--- src/rtl/spi_master_arbiter_if.sv ---
// Bundle of request/response and SPI pin signals shared by the two-requester
// SPI master and whatever sits around it (requesters on one side, the SPI
// slave on the other). The master modport is the arbiter's view.
interface spi_master_arbiter_if;
    // requester side
    logic [1:0] req;
    logic [7:0] cmd0;
    logic [7:0] addr0;
    logic [7:0] wdata0;
    logic [7:0] cmd1;
    logic [7:0] addr1;
    logic [7:0] wdata1;
    logic [1:0] gnt;
    logic [1:0] done;
    logic [7:0] rdata;
    logic       busy;
    // SPI pins
    logic       cs;
    logic       sck;
    logic       mosi;
    logic       miso;

    modport master (
        input  req, cmd0, addr0, wdata0, cmd1, addr1, wdata1, miso,
        output gnt, done, rdata, busy, cs, sck, mosi
    );

    modport slave (
        output req, cmd0, addr0, wdata0, cmd1, addr1, wdata1, miso,
        input  gnt, done, rdata, busy, cs, sck, mosi
    );
endinterface

--- src/rtl/spi_master_arbiter.sv ---
// Two-requester SPI mode-0 master. One 24-bit frame {cmd, addr, wdata} is
// shifted out per grant, MSB first; miso is captured on every sck rise and
// the last byte is returned as read data when cmd is 8'hFF. Requesters are
// served round-robin, and the pointer only moves once a frame completes.
module spi_master_arbiter #(
    parameter int unsigned CLK_DIV = 4,   // sck half-period in clk cycles (2..255)
    parameter int unsigned GAP_DIV = 2    // cs-high guard, in CLK_DIV units (1..15)
) (
    input  logic                 clk,
    input  logic                 rst,
    spi_master_arbiter_if.master bus
);

    typedef enum logic [2:0] {
        IDLE  = 3'd0,
        SETUP = 3'd1,
        SHIFT = 3'd2,
        GAP   = 3'd3,
        DONE  = 3'd4
    } state_t;

    localparam logic [7:0] DIV_LAST = 8'(CLK_DIV - 1);
    localparam logic [3:0] GAP_LAST = 4'(GAP_DIV - 1);
    localparam logic [4:0] BIT_LAST = 5'd23;
    localparam logic [7:0] CMD_READ = 8'hFF;

    state_t      state_q;
    logic [7:0]  div_q;     // clk cycles within the current half-period
    logic [3:0]  gap_q;     // half-periods elapsed in GAP
    logic [4:0]  bit_q;     // frame bit index, 0..23, never wraps
    logic [23:0] tx_q;      // outgoing frame; mosi is its MSB
    logic [23:0] rx_q;      // miso samples, newest in bit 0
    logic        rd_q;      // captured cmd was a read
    logic        owner_q;   // requester that owns the current frame
    logic        last_q;    // requester served most recently
    logic [1:0]  gnt_q;
    logic [1:0]  done_q;
    logic [7:0]  rdata_q;
    logic        busy_q;
    logic        cs_q;
    logic        sck_q;

    logic        win_d;
    logic [23:0] frame_d;
    logic        rd_d;
    logic [23:0] rx_d;
    logic        phase_end;

    // Only the last byte of the receive register is ever returned; the
    // upper bits are kept so the register holds the whole frame's samples.
    logic        rx_hi_unused;
    assign rx_hi_unused = ^rx_q[23:8];

    // Arbitration winner and the operands it would load, plus phase timing.
    always_comb begin
        win_d     = (bus.req == 2'b11) ? ~last_q : bus.req[1];
        frame_d   = win_d ? {bus.cmd1, bus.addr1, bus.wdata1}
                          : {bus.cmd0, bus.addr0, bus.wdata0};
        rd_d      = win_d ? (bus.cmd1 == CMD_READ) : (bus.cmd0 == CMD_READ);
        rx_d      = {rx_q[22:0], bus.miso};
        phase_end = (div_q == DIV_LAST);
    end

    // Frame sequencer: every output is a flop updated here.
    always_ff @(posedge clk) begin
        if (rst) begin
            state_q <= IDLE;
            div_q   <= '0;
            gap_q   <= '0;
            bit_q   <= '0;
            tx_q    <= '0;
            rx_q    <= '0;
            rd_q    <= 1'b0;
            owner_q <= 1'b0;
            last_q  <= 1'b1;    // so requester 0 wins the first contention
            gnt_q   <= '0;
            done_q  <= '0;
            rdata_q <= '0;
            busy_q  <= 1'b0;
            cs_q    <= 1'b1;
            sck_q   <= 1'b0;
        end else begin
            gnt_q  <= '0;
            done_q <= '0;
            case (state_q)
                IDLE: begin
                    if (bus.req != 2'b00) begin
                        gnt_q[win_d] <= 1'b1;
                        owner_q      <= win_d;
                        tx_q         <= frame_d;
                        rd_q         <= rd_d;
                        rx_q         <= '0;
                        busy_q       <= 1'b1;
                        cs_q         <= 1'b0;
                        sck_q        <= 1'b0;
                        div_q        <= '0;
                        bit_q        <= '0;
                        state_q      <= SETUP;
                    end
                end

                // mosi already shows bit 23; hold sck low one half-period.
                SETUP: begin
                    if (phase_end) begin
                        div_q   <= '0;
                        sck_q   <= 1'b1;
                        rx_q    <= rx_d;
                        state_q <= SHIFT;
                    end else begin
                        div_q <= div_q + 8'd1;
                    end
                end

                // Falls advance mosi (zero fill leaves mosi low after the
                // last bit); rises sample miso, except after the 24th low.
                SHIFT: begin
                    if (phase_end) begin
                        div_q <= '0;
                        if (sck_q) begin
                            sck_q <= 1'b0;
                            tx_q  <= {tx_q[22:0], 1'b0};
                        end else if (bit_q == BIT_LAST) begin
                            cs_q    <= 1'b1;
                            tx_q    <= '0;
                            gap_q   <= '0;
                            state_q <= GAP;
                        end else begin
                            bit_q <= bit_q + 5'd1;
                            sck_q <= 1'b1;
                            rx_q  <= rx_d;
                        end
                    end else begin
                        div_q <= div_q + 8'd1;
                    end
                end

                // cs guard time before the frame is reported complete.
                GAP: begin
                    if (phase_end) begin
                        div_q <= '0;
                        if (gap_q == GAP_LAST) begin
                            done_q[owner_q] <= 1'b1;
                            rdata_q         <= rd_q ? rx_q[7:0] : 8'h00;
                            state_q         <= DONE;
                        end else begin
                            gap_q <= gap_q + 4'd1;
                        end
                    end else begin
                        div_q <= div_q + 8'd1;
                    end
                end

                // Report cycle; the pointer moves here and nowhere else.
                DONE: begin
                    rdata_q <= '0;
                    busy_q  <= 1'b0;
                    last_q  <= owner_q;
                    state_q <= IDLE;
                end

                default: state_q <= IDLE;
            endcase
        end
    end

    assign bus.gnt   = gnt_q;
    assign bus.done  = done_q;
    assign bus.rdata = rdata_q;
    assign bus.busy  = busy_q;
    assign bus.cs    = cs_q;
    assign bus.sck   = sck_q;
    assign bus.mosi  = tx_q[23];

endmodule

--- src/flat_wrapper.sv ---
// flat-port wrapper written by rule: the top's interface ports become plain ports
module spi_master_arbiter_flat 
#(
    parameter int unsigned CLK_DIV = 4,                                            
    parameter int unsigned GAP_DIV = 2                                              
)
  (clk, rst, bus_req, bus_cmd0, bus_addr0, bus_wdata0, bus_cmd1, bus_addr1, bus_wdata1, bus_miso, bus_gnt, bus_done, bus_rdata, bus_busy, bus_cs, bus_sck, bus_mosi);
  spi_master_arbiter_if bus_i ();
  input  logic clk;
  input  logic rst;
  input wire logic [$bits(bus_i.req)-1:0] bus_req;
  input wire logic [$bits(bus_i.cmd0)-1:0] bus_cmd0;
  input wire logic [$bits(bus_i.addr0)-1:0] bus_addr0;
  input wire logic [$bits(bus_i.wdata0)-1:0] bus_wdata0;
  input wire logic [$bits(bus_i.cmd1)-1:0] bus_cmd1;
  input wire logic [$bits(bus_i.addr1)-1:0] bus_addr1;
  input wire logic [$bits(bus_i.wdata1)-1:0] bus_wdata1;
  input wire logic [$bits(bus_i.miso)-1:0] bus_miso;
  output wire logic [$bits(bus_i.gnt)-1:0] bus_gnt;
  output wire logic [$bits(bus_i.done)-1:0] bus_done;
  output wire logic [$bits(bus_i.rdata)-1:0] bus_rdata;
  output wire logic [$bits(bus_i.busy)-1:0] bus_busy;
  output wire logic [$bits(bus_i.cs)-1:0] bus_cs;
  output wire logic [$bits(bus_i.sck)-1:0] bus_sck;
  output wire logic [$bits(bus_i.mosi)-1:0] bus_mosi;
  assign bus_i.req = bus_req;
  assign bus_i.cmd0 = bus_cmd0;
  assign bus_i.addr0 = bus_addr0;
  assign bus_i.wdata0 = bus_wdata0;
  assign bus_i.cmd1 = bus_cmd1;
  assign bus_i.addr1 = bus_addr1;
  assign bus_i.wdata1 = bus_wdata1;
  assign bus_i.miso = bus_miso;
  assign bus_gnt = bus_i.gnt;
  assign bus_done = bus_i.done;
  assign bus_rdata = bus_i.rdata;
  assign bus_busy = bus_i.busy;
  assign bus_cs = bus_i.cs;
  assign bus_sck = bus_i.sck;
  assign bus_mosi = bus_i.mosi;
  spi_master_arbiter #(.CLK_DIV(CLK_DIV), .GAP_DIV(GAP_DIV)) u_core (.clk(clk), .rst(rst), .bus(bus_i));
endmodule
--- config.mk ---
export PLATFORM = sky130hd
export DESIGN_NAME = spi_master_arbiter_flat
export DESIGN_NICKNAME = d
export VERILOG_FILES = /design/src/rtl/spi_master_arbiter_if.sv /design/src/rtl/spi_master_arbiter.sv /design/src/flat_wrapper.sv
export SDC_FILE = /design/constraint.sdc
export NUM_CORES = 1
export LEC_CHECK = 0
export BUFFER_PORTS_ARGS = -buffer_cell sky130_fd_sc_hd__buf_4
export CORE_MARGIN = 2
export CORE_UTILIZATION = 55
export CTS_BUF_LIST = sky130_fd_sc_hd__clkbuf_2
export DETAILED_ROUTE_END_ITERATION = 10
export PLACE_DENSITY = 0.82
export SYNTH_ARGS = -nofsm -noshare
export SYNTH_HDL_FRONTEND = slang
export SYNTH_SLANG_ARGS = --single-unit
--- constraint.sdc ---
create_clock -name clk -period 3.5 [get_ports clk]
set_clock_uncertainty 0.1 [all_clocks]
set_input_delay 0.7 -clock clk [delete_from_list [all_inputs] [get_ports clk]]
set_output_delay 0.7 -clock clk [all_outputs]
set_load 0.03 [all_outputs]
-- Word level (Yosys, flattened, before mapping)
Index checks and enable logic that the tools add are counted.
- bits in registers: 70
- bits of input ports: 53
- word-level logic and storage cells: 128
- $add $sub $neg: 3
- $lt $le $gt $ge: 4
- equal/unequal tests: 20
- mux-type cells: 56
- bitwise logic cells: 6
- reduce and logical (&&, ||, !) cells: 24
- operator list (kind ; count):
    24-bit two-way mux ; 5
    8-bit two-way mux ; 10
    24-bit one-hot mux with 2 select lines ; 1
    8-bit one-hot mux with 2 select lines ; 2
    8-bit one-hot mux with 3 select lines ; 1
    3-bit two-way mux ; 7
    4-bit two-way mux ; 5
    5-bit two-way mux ; 4
    8-bit == test, second input constant ; 2
    1-bit two-way mux ; 13
    2-bit by 1-bit != test with 1-bit output, second input constant ; 6
    3-bit one-hot mux with 4 select lines ; 1
    6-bit AND reduction ; 2
    2-bit nonzero test ; 6
    5-bit one-hot mux with 2 select lines ; 1
    5-bit AND reduction ; 2
    8-bit by 1-bit adder with 8-bit output, second input constant ; 1
    8-bit by 2-bit == test with 1-bit output, second input constant ; 1
    4-bit one-hot mux with 2 select lines ; 1
    4-bit AND reduction ; 2
    7-bit AND reduction ; 1
    3-bit by 2-bit == test with 1-bit output, second input constant ; 2
    2-bit != test, second input constant ; 3
    1-bit inverter ; 6
    20 further kinds ; 28

-- Longest topological paths before layout
- depth after elaboration: 6
- mapped depth: 7

-- Worst setup path before layout
Ideal clock, no wire load.
- path type: input port to flip-flop
- start: in bus_req[0]
- end: reg u_core.rx_q[1]
- arrival time: 1.896 ns
- path slack: 1.381 ns
- cell stages on the path: 5
- cell sequence: nor2_1 > nor4_2 > o211a_1 > buf_4 > mux2_1
- word-level cells in the longest chain between the ends: 3
- ends and longest elaborated chain (element ; RTL line ; RTL):
    from (decl) ; flat_wrapper.sv:11 ; input wire logic [$bits(bus_i.req)-1:0] bus_req;
    2-bit nonzero test ; spi_master_arbiter.sv:87 ; if (bus.req != 2'b00) begin
    2-bit by 1-bit != test with 1-bit output (no line) ; - ;
    6-bit AND reduction (no line) ; - ;
    to (signal assigned) ; spi_master_arbiter.sv:107 ; rx_q <= rx_d;
    to (signal assigned) ; spi_master_arbiter.sv:130 ; rx_q <= rx_d;
    to (decl) ; spi_master_arbiter.sv:32 ; logic [23:0] rx_q;
Every way passes these cells.
A chain may end at the register's enable or synchronous reset.

-- Worst setup path in the final report
- start: reg u_core.state_q[1]
- end: reg u_core.bit_q[0]
- word-level cells in the longest chain between the ends: 3
- elaborated cells on any way between the ends: 9
- those cells by class: eq/ne (5); mux (1); reduce/logical (3)
- ends and longest elaborated chain (element ; RTL line ; RTL):
    from (decl) ; spi_master_arbiter.sv:27 ; state_t state_q;
    from (signal assigned) ; spi_master_arbiter.sv:67 ; state_q <= IDLE;
    from (signal assigned) ; spi_master_arbiter.sv:98 ; state_q <= SETUP;
    from (signal assigned) ; spi_master_arbiter.sv:108 ; state_q <= SHIFT;
    3-bit by 2-bit == test with 1-bit output or 3-bit zero test (tied branches) ; spi_master_arbiter.sv:85 ; case (state_q)
    2-bit != test (no line) (tied with other cells) ; - ;
    5-bit AND reduction (no line) ; - ;
    to (signal assigned) ; spi_master_arbiter.sv:128 ; bit_q <= bit_q + 5'd1;
    to (decl) ; spi_master_arbiter.sv:30 ; logic [4:0] bit_q;
Several ways; a longest one is shown, not always the timed one.

==> impl_metrics.py <==
metrics = {
    "power": {
        "combPwrFrac_pct": 15.0,
        "power.density_nw_per_um2": 387,
        "power_uw": 1700,
        "swShare_pct": 25.5,
        "p_int_uw": 1260,
        "p_sw_uw": 433,
        "seqPwrFrac_pct": 50.7,
        "power.share.clock_pct": 34.2,
        "power.leakage_uw": 0.00185,
        "peakVddDrop_uv": 183,
    },
    "yosys": {
        "ys_top_cells_by_area": "dfxtp_1 (37%), mux2i_1 (14%), a21oi_1 (5.8%), a211o_1 (5.4%), nand2_1 (3.7%)",
        "synth_top_area_cell": "dfxtp_1",
        "synthCells": 420,
        "ys_seq_area_share_pct": 37.2,
        "syn_avg_cell_area_um2": 8.96,
        "synth_top_cell_area_share_pct": 37.2,
        "synth_edf_count": 0,
        "synth.distinct_cells": 54,
        "synth_most_common_cell": "dfxtp_1",
        "ys.flop_type": "dfxtp_1",
        "syn_nets": 477,
        "postSynth.asyncResetShare_pct": 0,
        "ys_top_cells_by_count": "dfxtp_1 (70), mux2i_1 (54), a21oi_1 (44), nand2_1 (37), a211o_1 (23)",
        "synth_area_um2": 3760,
        "ys_warn_count": 0,
        "synth_seq_cells": 70,
    },
    "run_status": {
        "run_status": "finished, final reports clean",
    },
    "global_routing": {
        "gr-total-overflow": 0,
        "grt_pass1_wl_um": 13800,
        "antenna_found_initial": 0,
        "grt_max_degree": 64,
        "grt_pass1_vias": 3027,
        "grtUsageTotal_pct": 22.7,
    },
    "clock_network": {
        "cts_hold_buf": 0,
        "clock-sinks": 70,
        "htreeDepth": 3,
        "cts_root_buffer": "clkbuf_2",
        "clkSlewWorstSetupHoldPaths_ns": 0.21,
        "post_cts_buffers": 0,
        "cts_inserted_buffers": 9,
        "cts_tree": "yes",
        "cts_buffer_depth": 2,
        "insertion_delay_ns": 0.51,
        "cts.repair.resized": 0,
    },
    "placed_design": {
        "routabilityCongestion": 0.857,
        "placed_area_um2": 4240,
        "dpl.hpwl_um": 5570,
        "place_inst": 536,
        "port_buffers": 68,
    },
    "layout": {
        "finalInstanceArea_um2": 4380,
        "stdcell_count": 551,
        "drive_above_1_share_pct": 21.4,
        "synthToLayoutAreaGrowth_pct": 16.5,
        "fin_util_pct": 65.3,
        "diodes": 0,
        "fin_nets": 524,
    },
    "critical_path": {
        "r2r_cells": 4,
        "worstReg2RegEnd": "u_core.bit_q[0]",
        "crit_slowest_cell": "or3b_2",
        "ff2ff_setup_slack_ns": 1.08,
        "slowest_delay_ns": 0.87,
        "criticalPathCategory": "reg2reg",
        "start_kind": "flop",
        "worstPathArrival_ns": 2.72,
        "path_cells": "or3b_2, a41oi_1, o21ai_0, a21oi_1",
        "cp-end-kind": "flop",
        "crit_required_ns": 3.80,
        "r2r-start": "u_core.state_q[1]",
        "crit_fanout": 50,
    },
    "floorplan": {
        "core_area_um2": 6720,
        "die_area_um2": 7520,
        "pin_count": 69,
        "die_y_um": 86.7,
        "rows": 30,
        "die_w_um": 86.7,
        "initial_core_util_pct": 56.0,
    },
    "drt": {
        "drt_wl_total_um": 8250,
        "drtIter0Drc": 148,
        "wire_per_inst_um": 15.0,
        "dr.pass1.iters": 4,
        "vias": 3273,
        "drc": 0,
        "antenna_left": 0,
        "vias_per_cell": 5.94,
    },
    "timing": {
        "slew_headroom_pct": 36.5,
        "setup_viol": 0,
        "fin_setup_tns_ns": 0,
        "slew_violations": 0,
        "fmax_ghz": 0.414,
        "tightest_slew_ns": 0.952,
        "post-route-min-period_ns": 2.42,
        "period_share_pct": 69.0,
        "rsz0062_at_grt": "no",
        "hold_viol": 0,
    },
    "min_path": {
        "hold_start": "bus_miso",
        "holdPathStages": 3,
        "hp-class": "in2reg",
        "worstHoldEndpoint": "u_core.rx_q[0]",
    },
    "run": {
        "max-cap-violations": 0,
    },
}
## routing by layer
layer  vias up  track usage [%]  wire [um]
met5         -                0          0
met4         0             7.81         76
met3         7             4.38        409
met2        86             37.3       3930
met1      1518             29.8       3830
li1       1662                -          -
## cells by family (layout without fill, tap and decap cells)
family / Yosys count / after routing / share of synthesized area, %
adder cells (fa/ha/maj): 4 / 4 / 1.33
XOR/XNOR: 1 / 1 / 0.233
buffers and inverters: 42 / 93 / 5.72
multiplexers: 61 / 61 / 16.5
flip-flops: 70 / 70 / 37.2
AO/OA/AOI/OAI: 115 / 115 / 20.1
AND/OR/NAND/NOR: 127 / 127 / 18.9
## sequential cells by signal, summed over array words and instances, names as in the netlist
signal and cells:
u_core.bus.rdata 8, u_core.bit_q 5, u_core.last_q 1, u_core.rd_q 1
u_core.div_q 8, u_core.bus.sck 1, u_core.state_q 3, u_core.rx_q 8
u_core.bus.done 2, u_core.bus.cs 1, u_core.bus.gnt 2, u_core.owner_q 1
u_core.gap_q 4, u_core.bus.busy 1, u_core.tx_q 24
## worst max-delay path by stage
stage / from / slack (ns) / end / cells past startpoint
detailed placement: u_core.div_q[0] / 1.16 / u_core.rx_q[5] / 5
global route: u_core.state_q[2] / 0.90 / u_core.bit_q[0] / 4
floorplan: bus_req[0] / 1.38 / u_core.rx_q[1] / 5
CTS: u_core.state_q[1] / 1.12 / u_core.bit_q[0] / 4
global placement: u_core.div_q[0] / 1.26 / u_core.rx_q[7] / 5
finish: u_core.state_q[1] / 1.08 / u_core.bit_q[0] / 4
## placed cells by master, fill, tap and decap left out, types with 2 or more instances in the layout
| master | instances |
|---|---|
| buf_4 | 75 |
| dfxtp_1 | 70 |
| mux2i_1 | 54 |
| a21oi_1 | 44 |
| nand2_1 | 37 |
| a211o_1 | 23 |
| o21ai_0 | 15 |
| nor2_1 | 14 |
| nand4_1 | 14 |
| nor3_1 | 13 |
| clkbuf_2 | 10 |
| and3_1 | 9 |
| nand3_1 | 6 |
| nor3b_1 | 6 |
| nor2b_1 | 6 |
| mux2_1 | 6 |
| a311oi_1 | 5 |
| a211oi_1 | 5 |
| a41oi_1 | 4 |
| ha_1 | 4 |
| nor4_1 | 3 |
| a31oi_1 | 3 |
| a31o_2 | 3 |
| bufinv_16 | 3 |
| inv_1 | 2 |
| nand2b_1 | 2 |
| o211ai_1 | 2 |
| nand3b_1 | 2 |
| or3b_2 | 2 |
| clkinv_1 | 2 |
| or3_1 | 2 |
| a21o_1 | 2 |
| and4_1 | 2 |
| o21a_1 | 2 |
## metrics by stage
step	setup slack (ns)	hold slack, ns
3_5_place_dp	1.16	0.355
3_3_place_gp	1.26	0.345
4_1_cts	1.12	0.336
2_1_floorplan	1.38	0.331
5_1_grt	0.898	0.327
6_report	1.08	0.343
## worst max-delay path: cells and delay by family, from the launching register on
kind | cells | cell delay, ns
AND/OR/NAND/NOR | 1 | 0.87
AO/OA/AOI/OAI | 3 | 0.65
flip-flops | 1 | 0.69
## power by group through the flow
stage | combinational (uW) | clock, uW | sequential (uW)
global placement | 248 | 0 | 874
finish | 255 | 580 | 860
detailed placement | 255 | 0 | 875
floorplan | 170 | 0 | 876
CTS | 257 | 585 | 859
global route | 279 | 624 | 865
## area by class of cell
type | count | area [um^2]
fillers | 593 | 2330
multi-input cells | 308 | 2160
flip-flops and latches | 70 | 1400
repair buffers | 75 | 563
well taps | 80 | 100
clock inverters | 5 | 98.8
clock buffers | 10 | 50.0
inverters | 3 | 11.3
(Power assumes the default switching activity.)
